**src/rtl/jpeg_fifo_pkg.sv**
```systemverilog
// Shared definitions for the JPEG encoder output FIFO: default geometry,
// the address-width helper and the status bundle read by the FF byte-stuffing
// checker.
package jpeg_fifo_pkg;

  localparam int DEFAULT_DATA_W = 32;
  localparam int DEFAULT_DEPTH  = 16;

  // Address bits needed to index a memory of the given depth.
  function automatic int addr_w(input int depth);
    return $clog2(depth);
  endfunction

  // Status bundle, packed so it can travel as a single bus.
  typedef struct packed {
    logic empty;
    logic full;
    logic afull;
    logic aempty;
    logic ovf;
    logic unf;
  } fifo_status_t;

endpackage

```
**src/rtl/fifo_mem_2p.sv**
```systemverilog
// Simple dual-port storage: one write port and one registered read port.
// Written so synthesis can map the array onto block RAM.
module fifo_mem_2p
  import jpeg_fifo_pkg::*;
#(
  parameter int  DATA_W = DEFAULT_DATA_W,
  parameter int  DEPTH  = DEFAULT_DEPTH,
  localparam int AW     = addr_w(DEPTH)
) (
  input  logic              clk,
  input  logic              rst_n,
  input  logic              wr_en,
  input  logic [AW-1:0]     waddr,
  input  logic [DATA_W-1:0] wdata,
  input  logic              rd_en,
  input  logic [AW-1:0]     raddr,
  output logic [DATA_W-1:0] rdata
);

  logic [DATA_W-1:0] mem [DEPTH];

  // Store the incoming word on an accepted write.
  // NOTE: the array has no reset branch so it stays RAM-mappable; only the
  // output register below is reset.
  always_ff @(posedge clk) begin
    if (wr_en) mem[waddr] <= wdata;
  end

  // Registered read port: holds its value unless a read is accepted.
  // NOTE: state is updated with non-blocking assignments so every register
  // samples pre-edge values, independent of block ordering.
  always_ff @(posedge clk or negedge rst_n) begin
    if (!rst_n)     rdata <= '0;
    else if (rd_en) rdata <= mem[raddr];
  end

endmodule

```
**src/rtl/sync_fifo_param.sv**
```systemverilog
// Parametrised synchronous FIFO between the Huffman/bit-packing stage and the
// FF byte-stuffing checker. Pointers carry one extra wrap bit so full and
// empty are told apart without a separate counter; level and all flags are
// derived from registered pointers only, so no input reaches an output
// combinationally.
module sync_fifo_param
  import jpeg_fifo_pkg::*;
#(
  parameter int  DATA_W    = DEFAULT_DATA_W,
  parameter int  DEPTH     = DEFAULT_DEPTH,
  parameter int  AFULL_TH  = DEPTH - 2,
  parameter int  AEMPTY_TH = 2,
  localparam int AW        = addr_w(DEPTH)
) (
  input  logic              clk,
  input  logic              rst_n,
  input  logic              flush,
  input  logic              write_enable,
  input  logic [DATA_W-1:0] write_data,
  input  logic              read_req,
  output logic [DATA_W-1:0] read_data,
  output logic              rdata_valid,
  output logic              fifo_empty,
  output logic              fifo_full,
  output logic              almost_full,
  output logic              almost_empty,
  output logic [AW:0]       level,
  output logic              overflow,
  output logic              underflow
);

  // Reject illegal geometry and thresholds at elaboration.
  if (DATA_W < 1) begin : g_chk_data_w
    $error("sync_fifo_param: DATA_W must be >= 1");
  end
  if (DEPTH < 4 || (DEPTH & (DEPTH - 1)) != 0) begin : g_chk_depth
    $error("sync_fifo_param: DEPTH must be a power of two >= 4");
  end
  if (AFULL_TH < 1 || AFULL_TH > DEPTH) begin : g_chk_afull
    $error("sync_fifo_param: AFULL_TH must be in 1..DEPTH");
  end
  if (AEMPTY_TH < 0 || AEMPTY_TH > DEPTH - 1) begin : g_chk_aempty
    $error("sync_fifo_param: AEMPTY_TH must be in 0..DEPTH-1");
  end

  localparam logic [AW:0] AFULL_LV  = (AW + 1)'(AFULL_TH);
  localparam logic [AW:0] AEMPTY_LV = (AW + 1)'(AEMPTY_TH);

  logic [AW:0]  write_ptr;
  logic [AW:0]  read_ptr;
  logic [AW:0]  fill;
  logic         wr_acc;
  logic         rd_acc;
  fifo_status_t status;

  // Occupancy and flags, all decoded from the registered pointers.
  // NOTE: every output of this block gets a default first, so no path can
  // leave a signal unassigned and infer a latch.
  always_comb begin
    status        = '0;
    fill          = write_ptr - read_ptr;
    status.empty  = (write_ptr == read_ptr);
    status.full   = (write_ptr[AW] != read_ptr[AW]) &&
                    (write_ptr[AW-1:0] == read_ptr[AW-1:0]);
    status.afull  = (fill >= AFULL_LV);
    status.aempty = (fill <= AEMPTY_LV);
    status.ovf    = overflow;
    status.unf    = underflow;
  end

  // A full FIFO refuses writes even when a read frees a slot this cycle, and
  // an empty one refuses reads even when a write arrives (no fall-through).
  assign wr_acc = write_enable & ~status.full;
  assign rd_acc = read_req & ~status.empty;

  assign fifo_empty   = status.empty;
  assign fifo_full    = status.full;
  assign almost_full  = status.afull;
  assign almost_empty = status.aempty;
  assign level        = fill;

  // Pointer advance, sticky error capture and read strobe; flush wins over
  // any request presented in the same cycle.
  always_ff @(posedge clk or negedge rst_n) begin
    if (!rst_n) begin
      write_ptr   <= '0;
      read_ptr    <= '0;
      overflow    <= 1'b0;
      underflow   <= 1'b0;
      rdata_valid <= 1'b0;
    end else if (flush) begin
      write_ptr   <= '0;
      read_ptr    <= '0;
      overflow    <= 1'b0;
      underflow   <= 1'b0;
      rdata_valid <= 1'b0;
    end else begin
      if (wr_acc) write_ptr <= write_ptr + 1'b1;
      if (rd_acc) read_ptr  <= read_ptr + 1'b1;
      if (write_enable && status.full) overflow  <= 1'b1;
      if (read_req && status.empty)    underflow <= 1'b1;
      rdata_valid <= rd_acc;
    end
  end

  fifo_mem_2p #(
    .DATA_W (DATA_W),
    .DEPTH  (DEPTH)
  ) u_mem (
    .clk   (clk),
    .rst_n (rst_n),
    .wr_en (wr_acc & ~flush),
    .waddr (write_ptr[AW-1:0]),
    .wdata (write_data),
    .rd_en (rd_acc & ~flush),
    .raddr (read_ptr[AW-1:0]),
    .rdata (read_data)
  );

endmodule

```
**config.mk**
```make
export PLATFORM = sky130hd
export DESIGN_NAME = sync_fifo_param
export DESIGN_NICKNAME = d
export VERILOG_FILES = /design/src/rtl/jpeg_fifo_pkg.sv /design/src/rtl/fifo_mem_2p.sv /design/src/rtl/sync_fifo_param.sv
export SDC_FILE = /design/constraint.sdc
export NUM_CORES = 1
export LEC_CHECK = 0
export ABC_AREA = 1
export CAP_MARGIN = 30
export CELL_PAD_IN_SITES_DETAIL_PLACEMENT = 0
export CELL_PAD_IN_SITES_GLOBAL_PLACEMENT = 2
export CORE_ASPECT_RATIO = 1.75
export CORE_MARGIN = 5
export CORE_UTILIZATION = 44
export DETAILED_ROUTE_END_ITERATION = 7
export GPL_TIMING_DRIVEN = 0
export PLACE_DENSITY_LB_ADDON = 0.08
export SYNTH_ARGS = -nofsm -noshare
export SYNTH_HDL_FRONTEND = slang
export SYNTH_SLANG_ARGS = --single-unit
```
**constraint.sdc**
```tcl
create_clock -name clk -period 7.7 [get_ports clk]
set_input_delay 2.31 -clock clk [delete_from_list [all_inputs] [get_ports clk]]
set_output_delay 2.31 -clock clk [all_outputs]
set_load 0.05 [all_outputs]
```
==> impl_metrics.py <==
metrics = {
    "die": {
        "fp.dieW_um": 188,
        "die_area_um2": 60600,
        "row_count": 114,
        "die_y_um": 322,
        "initial_core_util_pct": 44.3,
        "coreArea_um2": 55200,
        "ios": 81,
    },
    "critical_path": {
        "crit_family": "buffers and inverters",
        "crit_type": "register to output port",
        "path_max_fanout": 10,
        "worst-path-buf-inv": 4,
        "startpoint_type": "register",
        "worstPathCellList": "buf_2, clkinv_1, buf_1, ha_1, nand2_2, o21ai_0, xor2_1, nand2_1, nor2_1, clkdlybuf4s50_1",
        "end_kind": "output port",
        "arrival_ns": 4.14,
        "critical-path-max-stage-delay_ns": 0.81,
        "worst_path_max_delay_cell": "clkdlybuf4s50_1",
        "crit_required_ns": 5.39,
    },
    "global_routing": {
        "grt_pass1_wl_um": 104000,
        "grt_pass1_vias": 16500,
        "grt_usage_pct": 23.1,
        "antenna_found_initial": 1,
        "grt_overflow_total": 0,
        "grt_max_degree": 46,
    },
    "routing": {
        "vias": 16400,
        "drcViolationCount": 0,
        "routed_wl_um": 70400,
        "vias_per_cell": 4.95,
        "antenna_left": 0,
        "dr.pass1.iters": 5,
        "wl_per_cell_um": 21.2,
        "drtIter0Drc": 1036,
    },
    "finish": {
        "final_common_cell": "nand2_1",
        "fin_util_pct": 51.2,
        "num_antenna_cells": 0,
        "area_growth_pct": 15.7,
        "drive_gt1_share_pct": 9.07,
        "post_layout_nonfiller_instances": 3320,
        "fin_nets": 2626,
        "layout_common_cells": "nand2_1 (797), edfxtp_1 (512), inv_1 (422)",
    },
    "yosys": {
        "synth_xor_area_share_pct": 0.179,
        "synthMuxAreaShare_pct": 0,
        "synth_edf_count": 512,
        "synth_compound_area_share_pct": 1.01,
        "syn_nets": 2467,
        "yosys_warnings": 0,
        "yosysSeqAreaShare_pct": 67.5,
        "synth-async-reset-ratio_pct": 8.08,
        "ys_seq_elements": 557,
        "synth-main-ff-cell": "edfxtp_1",
        "yosys.area_share.simple_pct": 21.7,
        "synth_top_family_by_area": "simple AND/OR/NAND/NOR gates",
        "synth_cells": 2420,
        "synth_fa_ha_area_share_pct": 0.542,
        "synthesis.area_um2": 24500,
        "postSynthAreaPerCell_um2": 10.1,
        "synth_cell_types": 28,
    },
    "sta": {
        "min_period_ns": 6.45,
        "rsz0062_at_grt": "false",
        "tightest_slew_ns": 1.05,
        "skew_ns": 0.00992,
        "period_share_pct": 83.8,
        "relSlewSlack_pct": 29.3,
        "hold_viol_final": 0,
        "finalSetupViolations": 0,
        "fin_tns_setup_ns": 0,
        "slew_viol_final": 0,
        "fmax_mhz": 155,
    },
    "clock_network": {
        "clkSinkCount": 557,
        "worstSkewPairLatency_ns": 0.59,
        "cts_hold_buf": 0,
        "numCtsBuffers": 53,
        "cts_tree": "yes",
        "htree_num_levels": 2,
        "post_cts_buffers": 0,
        "cts_resized": 0,
        "clockBufferDepth": 3,
        "clk_pin_slew_worst_paths_ns": 0.06,
        "clockRootBuffer": "clkbuf_16",
    },
    "placed_design": {
        "port_buffers": 80,
        "hpwl_um": 48900,
        "placedCellCount": 3220,
        "gp_congestion": 0.803,
    },
    "run_status": {
        "status": "completed",
    },
    "pwr": {
        "p_clk_share_pct": 33.0,
        "comb_power_share_pct": 22.0,
        "p_int_mw": 5.34,
        "power.total_mw": 7.68,
        "p_per_area_nw_per_um2": 272,
        "seqPwrFrac_pct": 45.0,
        "leakage_nw": 12.2,
        "peakVddDrop_mv": 0.219,
        "power_switching_mw": 2.34,
        "p_sw_share_pct": 30.5,
    },
    "min_path": {
        "hold_class": "register to register",
    },
    "job": {
        "drv_cap": 0,
    },
}
## layer usage
layer / wire length, µm / up-vias / part of all wire [%] / GRT usage, %
met3: 2400 / 125 / 3.4 / 2.34
met5: 0 / - / 0 / 0
met4: 2720 / 0 / 3.9 / 8.55
met1: 26800 / 8010 / 38 / 26.3
li1: - / 7945 / - / -
met2: 38500 / 357 / 55 / 44.4
## Yosys cell counts (2+ instances only)
cell / count / share of area, %
nor2_1: 141 / 2.2
edfxtp_1: 512 / 63
ha_1: 9 / 0.46
or2_1: 32 / 0.82
nor2_2: 9 / 0.23
xor2_1: 5 / 0.18
nand3_2: 27 / 1.1
nand3_1: 234 / 4.8
clkbuf_1: 20 / 0.31
nor3_1: 6 / 0.12
inv_1: 422 / 6.5
buf_4: 6 / 0.18
clkinv_1: 13 / 0.20
buf_8: 2 / 0.12
buf_12: 2 / 0.16
o21ai_0: 10 / 0.20
nand2_4: 2 / 0.092
dfrtp_1: 45 / 4.6
buf_1: 10 / 0.15
buf_2: 68 / 1.4
a21oi_1: 38 / 0.78
nand2_2: 2 / 0.051
nand2_1: 797 / 12
inv_2: 4 / 0.061
## layout make-up
| cell class | count | area [µm²] |
|---|---|---|
| Inverter | 439 | 1650 |
| Clock buffer | 72 | 1460 |
| Fill cell | 5008 | 26900 |
| Buffer | 108 | 568 |
| Sequential cell | 557 | 16500 |
| Multi-Input combinational cell | 1316 | 5850 |
| Tap cell | 696 | 871 |
| Clock inverter | 28 | 208 |
| Timing Repair Buffer | 104 | 1180 |
## power by group through the flow
stage          Sequential (mW)  Combinational (mW)  Clock, mW
6_report                  3.46                1.69       2.54
2_1_floorplan             3.81               0.760          0
3_3_place_gp              3.52                1.69          0
4_1_cts                   3.46                1.72       2.61
3_5_place_dp              3.52                1.71          0
5_1_grt                   3.47                1.83       2.72
## path summary, 6_finish.rpt
| kind | to | cells after the start | from | slack (ns) |
|---|---|---|---|---|
| max | almost_empty | 10 | read_ptr[2]$_DFFE_PN0P_ | 1.25 |
| min | overflow$_DFFE_PN0P_ | 2 | overflow$_DFFE_PN0P_ | 0.52 |
| max reg2reg | u_mem.mem[3][23]$_DFFE_PP_ | 13 | read_ptr[2]$_DFFE_PN0P_ | 3.35 |
| min reg2reg | overflow$_DFFE_PN0P_ | 2 | overflow$_DFFE_PN0P_ | 0.52 |
| max in group asynchronous | u_mem.rdata[25]$_DFFE_PN0P_ | 1 | rst_n | 5.32 |
| min in group asynchronous | u_mem.rdata[10]$_DFFE_PN0P_ | 1 | rst_n | 1.81 |
## metrics by stage
step                      hold slack (ns)  cell area [µm²]  setup WS (ns)
after detailed placement            0.512            26600           1.79
after global placement              0.508            26100          -1.07
after global routing                0.558            28300          0.943
after CTS                           0.524            28300           1.14
after floorplan                     0.556            24500           2.34
final                               0.524            28300           1.25
## registers in the layout (all words and copies together) (netlist names)
name and cells:
overflow 1, rdata_valid 1, u_mem.rdata 32, underflow 1
u_mem.mem 512, read_ptr 5, write_ptr 5
## logic make-up after synthesis
kind of cell | Yosys count
AOI/OAI and AO/OA | 49
xor gates and xnor gates | 5
adders and majority gates | 10
DFF | 557
buffers and inverters | 547
and+or+nand+nor | 1252
## worst min-delay path, delay by kind of cell, from the launching register on
| family | cells | cell delay (ns) |
|---|---|---|
| DFF | 1 | 0.38 |
| buffers and inverters | 1 | 0.05 |
| AOI/OAI and AO/OA | 1 | 0.05 |
Power figures use the tool's default switching activity.
